**src/rtl/branch_cond_unit.sv**
```systemverilog
// Resolves conditional branch/call requests against the ZCSO flags, waiting out pending flag writes.
// Accept -> decision one cycle later, plus one cycle per pending flag write; a forced resolve follows MAX_WAIT waits.
module branch_cond_unit #(
  parameter int ADDR_W   = 16,
  parameter int CNT_W    = 8,
  parameter int MAX_WAIT = 4
) (
  input  logic              clock,
  input  logic              reset,
  input  logic [3:0]        zcso,
  input  logic              flag_upd_pend,
  input  logic              req_valid,
  output logic              req_ready,
  input  logic [3:0]        req_cond,
  input  logic [ADDR_W-1:0] req_target,
  input  logic [ADDR_W-1:0] req_pc,
  input  logic              req_link,
  output logic              br_valid,
  output logic              br_taken,
  output logic [ADDR_W-1:0] br_target,
  output logic              br_illegal,
  output logic              br_timeout,
  output logic              link_we,
  output logic [ADDR_W-1:0] link_data,
  output logic [CNT_W-1:0]  taken_count
);

  localparam int WCNT_W = $clog2(MAX_WAIT + 1);

  typedef enum logic [1:0] {IDLE, WAIT_FLAGS, RESOLVE} state_t;

  state_t              r_state;
  logic [3:0]          r_cond;
  logic [ADDR_W-1:0]   r_target;
  logic [ADDR_W-1:0]   r_pc;
  logic                r_link;
  logic [WCNT_W-1:0]   r_wait_cnt;
  logic                r_timeout;
  logic [CNT_W-1:0]    r_taken_count;

  logic                w_z, w_c, w_s, w_o, w_lt;
  logic                w_cond_true;
  logic                w_illegal;
  logic                w_resolve;
  logic                w_taken;
  logic [WCNT_W-1:0]   w_wait_next;

  assign w_z  = zcso[0];
  assign w_c  = zcso[1];
  assign w_s  = zcso[2];
  assign w_o  = zcso[3];
  assign w_lt = w_s ^ w_o;

  // Flags are evaluated live in the RESOLVE cycle, never at accept.
  always_comb begin
    w_cond_true = 1'b0;
    w_illegal   = 1'b0;
    case (r_cond)
      4'b0000: w_cond_true = 1'b1;
      4'b0001: w_cond_true = w_z;
      4'b0010: w_cond_true = ~w_z;
      4'b0011: w_cond_true = w_c;
      4'b0100: w_cond_true = ~w_c;
      4'b0101: w_cond_true = w_s;
      4'b0110: w_cond_true = ~w_s;
      4'b0111: w_cond_true = w_o;
      4'b1000: w_cond_true = ~w_o;
      4'b1001: w_cond_true = w_lt;
      4'b1010: w_cond_true = ~w_lt;
      4'b1011: w_cond_true = ~w_z & ~w_lt;
      4'b1100: w_cond_true = w_z | w_lt;
      default: w_illegal   = 1'b1;
    endcase
  end

  assign w_resolve   = (r_state == RESOLVE);
  assign w_taken     = w_resolve & w_cond_true & ~w_illegal;
  assign w_wait_next = r_wait_cnt + WCNT_W'(1);

  assign req_ready   = (r_state == IDLE) & ~reset;
  assign br_valid    = w_resolve;
  assign br_taken    = w_taken;
  assign br_target   = w_resolve ? r_target : '0;
  assign br_illegal  = w_resolve & w_illegal;
  assign br_timeout  = w_resolve & r_timeout;
  assign link_we     = w_taken & r_link;
  assign link_data   = w_resolve ? (r_pc + ADDR_W'(1)) : '0;
  assign taken_count = r_taken_count;

  always_ff @(posedge clock or posedge reset) begin
    if (reset) begin
      r_state       <= IDLE;
      r_cond        <= '0;
      r_target      <= '0;
      r_pc          <= '0;
      r_link        <= 1'b0;
      r_wait_cnt    <= '0;
      r_timeout     <= 1'b0;
      r_taken_count <= '0;
    end else begin
      case (r_state)
        IDLE: begin
          if (req_valid) begin
            r_cond     <= req_cond;
            r_target   <= req_target;
            r_pc       <= req_pc;
            r_link     <= req_link;
            r_wait_cnt <= '0;
            r_timeout  <= 1'b0;
            r_state    <= flag_upd_pend ? WAIT_FLAGS : RESOLVE;
          end
        end
        WAIT_FLAGS: begin
          if (!flag_upd_pend) begin
            r_state <= RESOLVE;
          end else begin
            r_wait_cnt <= w_wait_next;
            if (w_wait_next == WCNT_W'(MAX_WAIT)) begin
              r_timeout <= 1'b1;
              r_state   <= RESOLVE;
            end
          end
        end
        RESOLVE: begin
          if (w_taken && (r_taken_count != '1))
            r_taken_count <= r_taken_count + CNT_W'(1);
          r_state <= IDLE;
        end
        default: r_state <= IDLE;
      endcase
    end
  end

endmodule
```
**config.mk**
```make
export PLATFORM = sky130hd
export DESIGN_NAME = branch_cond_unit
export DESIGN_NICKNAME = d
export VERILOG_FILES = /design/src/rtl/branch_cond_unit.sv
export SDC_FILE = /design/constraint.sdc
export NUM_CORES = 1
export LEC_CHECK = 0
export ABC_AREA = 1
export CELL_PAD_IN_SITES_DETAIL_PLACEMENT = 0
export CELL_PAD_IN_SITES_GLOBAL_PLACEMENT = 1
export CORE_AREA = 2 2 95 97
export CTS_BUF_LIST = sky130_fd_sc_hd__clkbuf_8
export CTS_CLUSTER_SIZE = 28
export DETAILED_ROUTE_END_ITERATION = 8
export DIE_AREA = 0 0 97 99
export GPL_ROUTABILITY_DRIVEN = 0
export HOLD_SLACK_MARGIN = 0.15
export PLACE_DENSITY = 0.91
export SYNTH_ARGS = -nofsm -noshare
export SYNTH_HDL_FRONTEND = slang
export SYNTH_SLANG_ARGS = --single-unit
```
**constraint.sdc**
```tcl
create_clock -name clock -period 1.8 [get_ports clock]
set_input_delay 0.45 -clock clock [delete_from_list [all_inputs] [get_ports clock]]
set_output_delay 0.45 -clock clock [all_outputs]
set_load 0.03 [all_outputs]
```
# Word level (Yosys, flattened, before mapping)
# Index checks and enable logic that the tools add are counted.
[word_totals]
ff_bits = 51
inputBits = 45
wordCells = 72
[classes]
addsub = 3
n_eq_ne = 20
n_mux = 16
bitwise = 15
n_reduce_logical = 10
[ops]
columns = ["cell", "n"]
rows = [
  ["$mux W16", 2],
  ["$eq A4 B4 Y1 const B", 5],
  ["$add A16 B1 Y16 const B", 1],
  ["$eq A4 B3 Y1 const B", 4],
  ["$pmux W1 S13", 1],
  ["$reduce_or A13 Y1", 1],
  ["$add A8 B1 Y8 const B", 1],
  ["$eq A4 B2 Y1 const B", 2],
  ["$mux W2", 4],
  ["$ne A8 B8 Y1 const B", 1],
  ["$and A1 B1 Y1", 7],
  ["$mux W3", 2],
  ["$ne A2 B2 Y1 const B", 3],
  ["$not A1 Y1", 6],
  ["$pmux W3 S2", 1],
  ["$reduce_and A2 Y1", 3],
  ["$eq A4 B1 Y1 const B", 1],
  ["$logic_not A4 Y1", 1],
  ["$mux W1", 4],
  ["$pmux W2 S2", 1],
  ["$reduce_and A4 Y1", 1],
  ["$add A3 B1 Y3 const B", 1],
  ["$eq A3 B3 Y1 const B", 1],
  ["$ne A3 B3 Y1 const B", 1],
  ["other kinds (9)", 9],
]

# Longest topological paths before layout
# Gate-level depths: netlist of the first run.
[logic_depth]
depth_word = 8
mapped_depth = 11
mapped_depth_nobuf = 11

# Worst setup path after synthesis of the first run
# OpenSTA, ideal clock, no wires.
[synth_timing]
path_kind = "register to output"
from = "register r_pc[0]"
to = "output port link_data[14]"
arrival_time_ns = 1.612
path_slack_ns = -0.262
path_stages_with_launch = 8
path_buffers = 0
path_cell_list = "dfrtp_1 -> ha_1 -> nand2_1 -> nor2_2 -> inv_2 -> nor3_2 -> nand4_1 -> a21oi_1"
[synth_via]
elab_chain_cells = 2
[synth_lines]
columns = ["element", "line_no", "rtl"]
rows = [
  ["from (decl)", "35", "logic [ADDR_W-1:0] r_pc;"],
  ["from (signal assigned)", "106", "r_pc <= req_pc;"],
  ["$add A16 B1 Y16", "87", "assign link_data = w_resolve ? (r_pc + ADDR_W'(1)) : '0;"],
  ["$mux W16", "87", ""],
  ["to (decl)", "24", "output logic [ADDR_W-1:0] link_data,"],
]
# No other way between the ends.

# Worst setup path in the final report of the first run
[layout_timing]
from = "register r_pc[1]"
to = "output port link_data[12]"
# Same word-level chain as after synthesis.

==> results of run 1 <==
path summary, 6_finish.rpt:
kind                                 from              to  slack (ns)  cells after the start
max                               r_pc[1]   link_data[12]       -0.43                      9
min                        taken_count[1]  taken_count[1]        0.54                      2
max reg2reg                taken_count[0]  taken_count[2]        0.18                      7
min reg2reg                taken_count[1]  taken_count[1]        0.54                      2
max in group asynchronous           reset         r_pc[8]        1.01                      3
min in group asynchronous           reset      r_state[1]        0.55                      3
what timing repair did:
action,4_1_cts,5_1_grt
setup endpoints to repair,45,38
gates cloned,3,1
buffers inserted,18,9
gates resized for setup,129,37
pin swaps,17,16
endpoints found under the hold margin,0,0
kinds of logic (layout without fill, tap and decap cells):
logic type	count (synthesis)	in the layout
fa+ha+maj	4	4
compound gates	58	58
xor+xnor	10	10
buf+inv	65	202
simple gates	198	198
flops	51	51
metrics by stage:
| step | std cells | hold slack (ns) | util (%) |
|---|---|---|---|
| 3_3_place_gp | 596 | 0.500 | 47.3 |
| 4_1_cts | 624 | 0.535 | 55.7 |
| 5_1_grt | 631 | 0.572 | 57.3 |
| 3_5_place_dp | 596 | 0.510 | 47.3 |
| 6_report | 631 | 0.538 | 57.3 |
| 2_1_floorplan | 386 | 0.486 | - |
where the power goes:
| group | leakage [uW] | total [uW] | switching [uW] | internal (uW) |
|---|---|---|---|---|
| Combinational | 0.00159 | 5070 | 2890 | 2180 |
| Clock | 0.0000581 | 809 | 394 | 415 |
| Sequential | 0.000639 | 2030 | 400 | 1630 |
| Total | 0.00229 | 7900 | 3680 | 4220 |
metal layers:
metal / vias up / GRT usage, % / wire [um]
li1: 1491 / - / -
met4: 0 / 3.47 / 99
met1: 1377 / 21.4 / 3640
met2: 68 / 28.6 / 4070
met3: 10 / 3.40 / 357
met5: - / 0 / 0
flip-flops by register name, indices dropped and copies added, names as in the netlist:
register     flops
r_timeout        1
r_wait_cnt       3
r_state          2
r_cond           4
taken_count      8
r_pc            16
r_link           1
r_target        16
final cells by class:
| type | instances | area (sq um) |
|---|---|---|
| fill | 786 | 3650 |
| multi-input combinational | 270 | 1670 |
| timing repair buffer | 137 | 1440 |
| sequential | 51 | 1280 |
| inverter | 54 | 219 |
| tap | 108 | 135 |
| clock buffer | 5 | 68.8 |
| clock inverter | 3 | 43.8 |
| timing repair inverter | 3 | 42.5 |
cell usage in the layout, fill, tap and decap left out, drive strengths merged:
master	count
dfrtp	51
bufinv	1
nor3	10
nand2b	1
a21oi	12
inv	57
clkbuf	6
o21ai	46
xnor2	3
ha	4
dlygate4sd2	11
nand4	12
clkdlybuf4s50	40
nand3	21
nand2	106
nor2	48
clkinv	2
xor2	7
buf	85
worst register-to-register path: cells and delay by family, from the launching register on:
kind,cells,cell delay [ns]
AND/OR/NAND/NOR,6,0.92
flip-flops,1,0.43
adder cells (fa/ha/maj),1,0.20
==> impl_metrics.csv, run 1 <==
group,metric,value,unit
worst_setup_path,critical_path.cell_chain,"ha_2 > nand2_2 > nor2_4 > buf_6 > buf_6 > nand3_2 > xor2_1 > nor2_2 > buf_6",
place,placed_area,4040,sq um
timing,setup_tns,-7.32,ns
yosys,synth_cell_type_count,26,
timing,worst_slew_margin_rel,79.8,%
global_routing,antenna_found_initial,0,
yosys,yosysWarningCount,0,
global_routing,track_usage,16.5,%
routing,vias,2946,
die,core-area,8550,sq um
cts,insertion_delay,0.30,ns
worst_setup_path,crit_family,"simple AND/OR/NAND/NOR gates",
worst_setup_path,critPathMaxStageDelay,0.36,ns
global_routing,grt_first_pass_wirelength,12900,um
worst_setup_path,slowest_stage,"dfrtp_1",
worst_setup_path,cp_max_fo,3,
die,die-area,9600,sq um
cts,cts.sinks,51,
yosys,synth_cells,386,
yosys,syn_area,2850,sq um
yosys,synth_area_leader_cell,"dfrtp_1",
worst_hold_path,hp-class,"flip-flop to flip-flop",
die,ioPinCount,91,
finish,drive_above_1_share,35.6,%
timing,setup_ws,-0.434,ns
global_routing,grt_overflow,0,
global_routing,grt_pass1_vias,2750,
die,die_w,97,um
worst_setup_path,cp-end-kind,"output pin",
place,hpwl,5300,um
yosys,syn_nets,435,
cts,h-tree-depth,2,
yosys,yosysSeqAreaShare,44.7,%
yosys,synth_most_common_cell,"nand2_1",
yosys,synth_flop_cell,"dfrtp_1",
cts,clock_path_buffers,2,
place,portBuffers,90,
yosys,synth_edf_count,0,
power,p_leak,0.00229,uW
timing,maxSlewViolCount,0,
routing,drc_errors,0,
power,power_density,1610,nW/um^2
worst_setup_path,required,1.35,ns
yosys,synthTopCellsByArea,"dfrtp_1 45%, nand2_1 13%, inv_1 6.3%",
worst_setup_path,crit_path_start_kind,"flip-flop",
finish,syn2layout_area_growth,71.9,%
routing,routed_via_density,4.67,
die,num_rows,34,
worst_setup_path,cp_common_cell,"buf_6",
yosys,synth_top_family_by_area,"simple AND/OR/NAND/NOR gates",
status,violations,"setup timing",
timing,worst_pin_slew,0.303,ns
finish,fin_nets,571,
routing,drt_pass1_iterations,4,
cts,cts_root_buf,"clkbuf_8",
power,finalPower,7900,uW
routing,routedWlPerCell,12.9,um
worst_setup_path,cp.buffers_inverters,3,
cts,clk_pin_slew_worst_paths,0.10,ns
timing,fin_crit_sh,124,%
flow_run,cap_violations,0,
finish,diodes,0,
timing,setup_violations,36,
timing,hold_viol,0,
routing,drt_iter0_drc,102,
finish,stdcell_area,4900,sq um
cts,cts_buffers,5,
die,chipHeight,99,um
status,outcome,"finished, violations left",
timing,max_freq,448,MHz
timing,min_period,2.23,ns
yosys,synthTopCellsByCount,"101 x nand2_1, 51 x dfrtp_1, 48 x inv_1, 43 x nor2_1, 34 x o21ai_0",
worst_setup_path,crit_type,"flip-flop to output pin",
yosys,synthXorXnorAreaFrac,3.07,%
worst_setup_path,worstPathArrival,1.78,ns
place,pre_cts_ws,-0.520,ns
yosys,synth-compound-area-share,10.3,%
die,start_util,33.4,%
power,vdd_ir_drop_max,866,uV
cts,cts_tree,"yes",
yosys,synthSimpleGateAreaFrac,31.1,%
routing,ant_nets,0,
yosys,synth_top_area_share,44.7,%
timing,skew,0.00721,ns
yosys,async_reset_ff_share,100,%
cts,ctsHoldBuffers,0,
yosys,syn_avg_cell_area,7.39,sq um
yosys,synth_fa_ha_area_share,1.75,%
timing,rsz0062_at_grt,"yes",
global_routing,grt_max_degree,52,
yosys,synth_seq_cells,51,
yosys,synthMuxAreaShare,0,%
routing,totalWireLength,8170,um
Power figures use the tool's default switching activity.
==> inputs of run 2 (changes only) <==
--- a/config.mk
+++ b/config.mk
@@ -13,7 +13,6 @@
 export CTS_CLUSTER_SIZE = 28
 export DETAILED_ROUTE_END_ITERATION = 8
 export DIE_AREA = 0 0 97 99
-export GPL_ROUTABILITY_DRIVEN = 0
 export HOLD_SLACK_MARGIN = 0.15
 export PLACE_DENSITY = 0.91
 export SYNTH_ARGS = -nofsm -noshare
==> results of run 2 <==
Same layout as run 1: the final DEF is identical, and so are final timing and power.
==> inputs of run 3 (changes only) <==
==> config.mk (replaced) <==
export PLATFORM = sky130hd
export DESIGN_NAME = branch_cond_unit
export DESIGN_NICKNAME = d
export VERILOG_FILES = /design/src/rtl/branch_cond_unit.sv
export SDC_FILE = /design/constraint.sdc
export NUM_CORES = 1
export LEC_CHECK = 0
export CELL_PAD_IN_SITES_DETAIL_PLACEMENT = 0
export CELL_PAD_IN_SITES_GLOBAL_PLACEMENT = 1
export CORE_AREA = 2 2 91 93
export CTS_BUF_LIST = sky130_fd_sc_hd__clkbuf_8
export CTS_CLUSTER_SIZE = 28
export DETAILED_ROUTE_END_ITERATION = 8
export DIE_AREA = 0 0 93 95
export HOLD_SLACK_MARGIN = 0.15
export PLACE_DENSITY = 0.9
export SYNTH_ARGS = -nofsm -noshare
export SYNTH_HDL_FRONTEND = slang
export SYNTH_SLANG_ARGS = --single-unit
==> run 3 against run 2 <==
  * The run still ends with setup timing left
  * Power down 46%
  * Clock power grew 3.0%
  * First-iteration DRC count fell by 27%
  * Clock skew decreased by 0.0016 ns
  * Critical endpoint is now link_data[13]
==> impl_metrics.csv, run 3 <==
group,metric,value,unit
worst_setup_path,crit_path_start_kind,"flip-flop",
worst_setup_path,crit_start,"r_pc[6]",
yosys,synth_seq_cells,51,
routing,ant_nets,0,
timing,fin_crit_sh,130,%
yosys,syn_nets,305,
timing,setup_violations,43,
global_routing,grt_pass1_vias,2497,
timing,skew,0.00559,ns
cts,cts_buffers,5,
yosys,syn_avg_cell_area,10.6,sq um
yosys,synth_cell_type_count,42,
worst_setup_path,cp_max_fo,4,
finish,layout_common_cells,"46 x dfrtp_1, 42 x buf_4, 41 x buf_6",
cts,cts_tree,"yes",
timing,max_freq,428,MHz
cts,insertion_delay,0.30,ns
power,power_density,895,nW/um^2
die,start_util,34.4,%
finish,drive_above_1_share,53.7,%
finish,fin_nets,445,
cts,cts_root_buf,"clkbuf_8",
global_routing,antenna_found_initial,0,
timing,hold_viol,0,
yosys,yosysSeqAreaShare,46.8,%
place,portBuffers,90,
yosys,syn_area,2730,sq um
timing,worst_pin_slew,0.371,ns
power,vdd_ir_drop_max,781,uV
yosys,synth_flop_cell,"dfrtp_1",
yosys,synth_top_area_share,46.8,%
worst_setup_path,crit_type,"flip-flop to output pin",
yosys,synth_cells,256,
die,num_rows,33,
flow_run,cap_violations,0,
finish,stdcell_area,4780,sq um
timing,worst_slew_margin_rel,75.2,%
worst_setup_path,cp-end-kind,"output pin",
global_routing,track_usage,17.4,%
power,p_leak,0.00214,uW
global_routing,grt_overflow,0,
routing,drc_errors,0,
routing,routed_via_density,4.85,
routing,routedWlPerCell,15.3,um
die,core-area,7930,sq um
timing,setup_ws,-0.539,ns
finish,syn2layout_area_growth,75.5,%
yosys,synthTopCellsByArea,"dfrtp_1 47%, mux2_2 14%, xor2_1 5.1%",
yosys,yosysWarningCount,0,
place,pre_cts_ws,-1.30,ns
timing,setup_tns,-8.55,ns
finish,diodes,0,
status,violations,"setup timing",
routing,drt_iter0_drc,74,
finish,layout_commonest_cell,"dfrtp_1",
worst_hold_path,min-delay-start,"r_timeout",
worst_hold_path,hp-class,"flip-flop to flip-flop",
timing,maxSlewViolCount,0,
die,ioPinCount,91,
timing,timing.hold.ws,0.508,ns
die,die_w,93,um
status,outcome,"finished, violations left",
routing,vias,2434,
timing,min_period,2.34,ns
die,die-area,8840,sq um
yosys,synth_edf_count,0,
place,hpwl,4920,um
finish,stdcell_count,502,
cts,h-tree-depth,2,
timing,rsz0062_at_grt,"yes",
cts,ctsHoldBuffers,0,
place,placed_area,4110,sq um
worst_setup_path,reg2reg_from,"r_cond[1]",
yosys,synth_most_common_cell,"dfrtp_1",
routing,totalWireLength,7690,um
yosys,async_reset_ff_share,100,%
cts,cts.sinks,51,
worst_setup_path,required,1.35,ns
worst_setup_path,worstPathArrival,1.89,ns
cts,clock_path_buffers,2,
global_routing,grt_first_pass_wirelength,12200,um
die,chipHeight,95,um
routing,drt_pass1_iterations,4,
place,dp_cells,478,
cts,clk_pin_slew_worst_paths,0.10,ns
global_routing,grt_max_degree,52,
yosys,synthTopCellsByCount,"51 x dfrtp_1, 35 x mux2_2, 20 x nor2_1, 19 x and2_1, 19 x nand2_1",
yosys,synth_area_leader_cell,"dfrtp_1",
place,gp_congestion,0.806,
==> run 3: cell types whose count changed after synthesis, sizes merged, moves of 8 or more <==
cell and change:
nand2 -87, inv -45, mux2 +38, o21ai -37
nor2 -27, and2 +19, nand3 -13, nand4 -9
xor2 +9, a21oi -8
==> run 3: metal layers <==
layer,track usage (%),wire (um),vias up
li1,-,-,1159
met1,21.5,3280,1208
met2,31.5,3970,60
met3,4.23,396,7
met4,2.57,42,0
met5,0,0,-
==> run 3: final timing paths <==
check                                  to  slack (ns)  cells past startpoint
max                         link_data[13]       -0.54                      6
min                             r_timeout        0.51                      2
max reg2reg                taken_count[7]       -0.33                      7
min reg2reg                     r_timeout        0.51                      2
max in group asynchronous  taken_count[1]        1.02                      3
min in group asynchronous       r_cond[3]        0.53                      3
==> run 3: repair_timing <==
action                                  4_1_cts  5_1_grt
resized for setup                           111       14
buffers inserted                             11        4
endpoints found under the setup margin       53       45
cloned                                        3        1
pin swaps                                    34       21
==> run 3: kinds of logic (layout without fill, tap and decap cells) <==
group	after synthesis	in the layout	share of synthesized area, %
buffers and inverters	21	162	3.03
and+or+nand+nor	96	96	18.9
adders and majority gates	4	4	1.84
xor gates and xnor gates	19	19	6.11
DFF	51	51	46.8
muxes	39	39	16.1
AOI/OAI and AO/OA	26	26	7.26
==> run 3: cell type report <==
cell class                 count  area, sq um
multi-input combinational    184         1700
timing repair buffer         145         1510
inverter                       9         41.3
tap                          105          131
clock inverter                 2         35.0
fill                         668         3140
sequential                    51         1280
clock buffer                   6         82.6
==> run 3: critical path, stage by stage, from the launching register on <==
cell and delay, ns:
dfrtp_1 0.37, and4_4 0.24, and4_4 0.24, nand3_4 0.11
or3_4 0.36, a21oi_4 0.13, buf_6 0.14
==> run 3: through the flow <==
step	power [uW]	utilization, %
floorplan	2490	-
global placement	3100	51.8
detailed placement	3150	51.8
CTS	4230	58.8
global route	4510	60.3
finish	4280	60.3
==> run 3: power by group <==
| part | internal, uW | switching (uW) |
|---|---|---|
| logic | 988 | 887 |
| registers | 1380 | 193 |
| clock network | 451 | 382 |
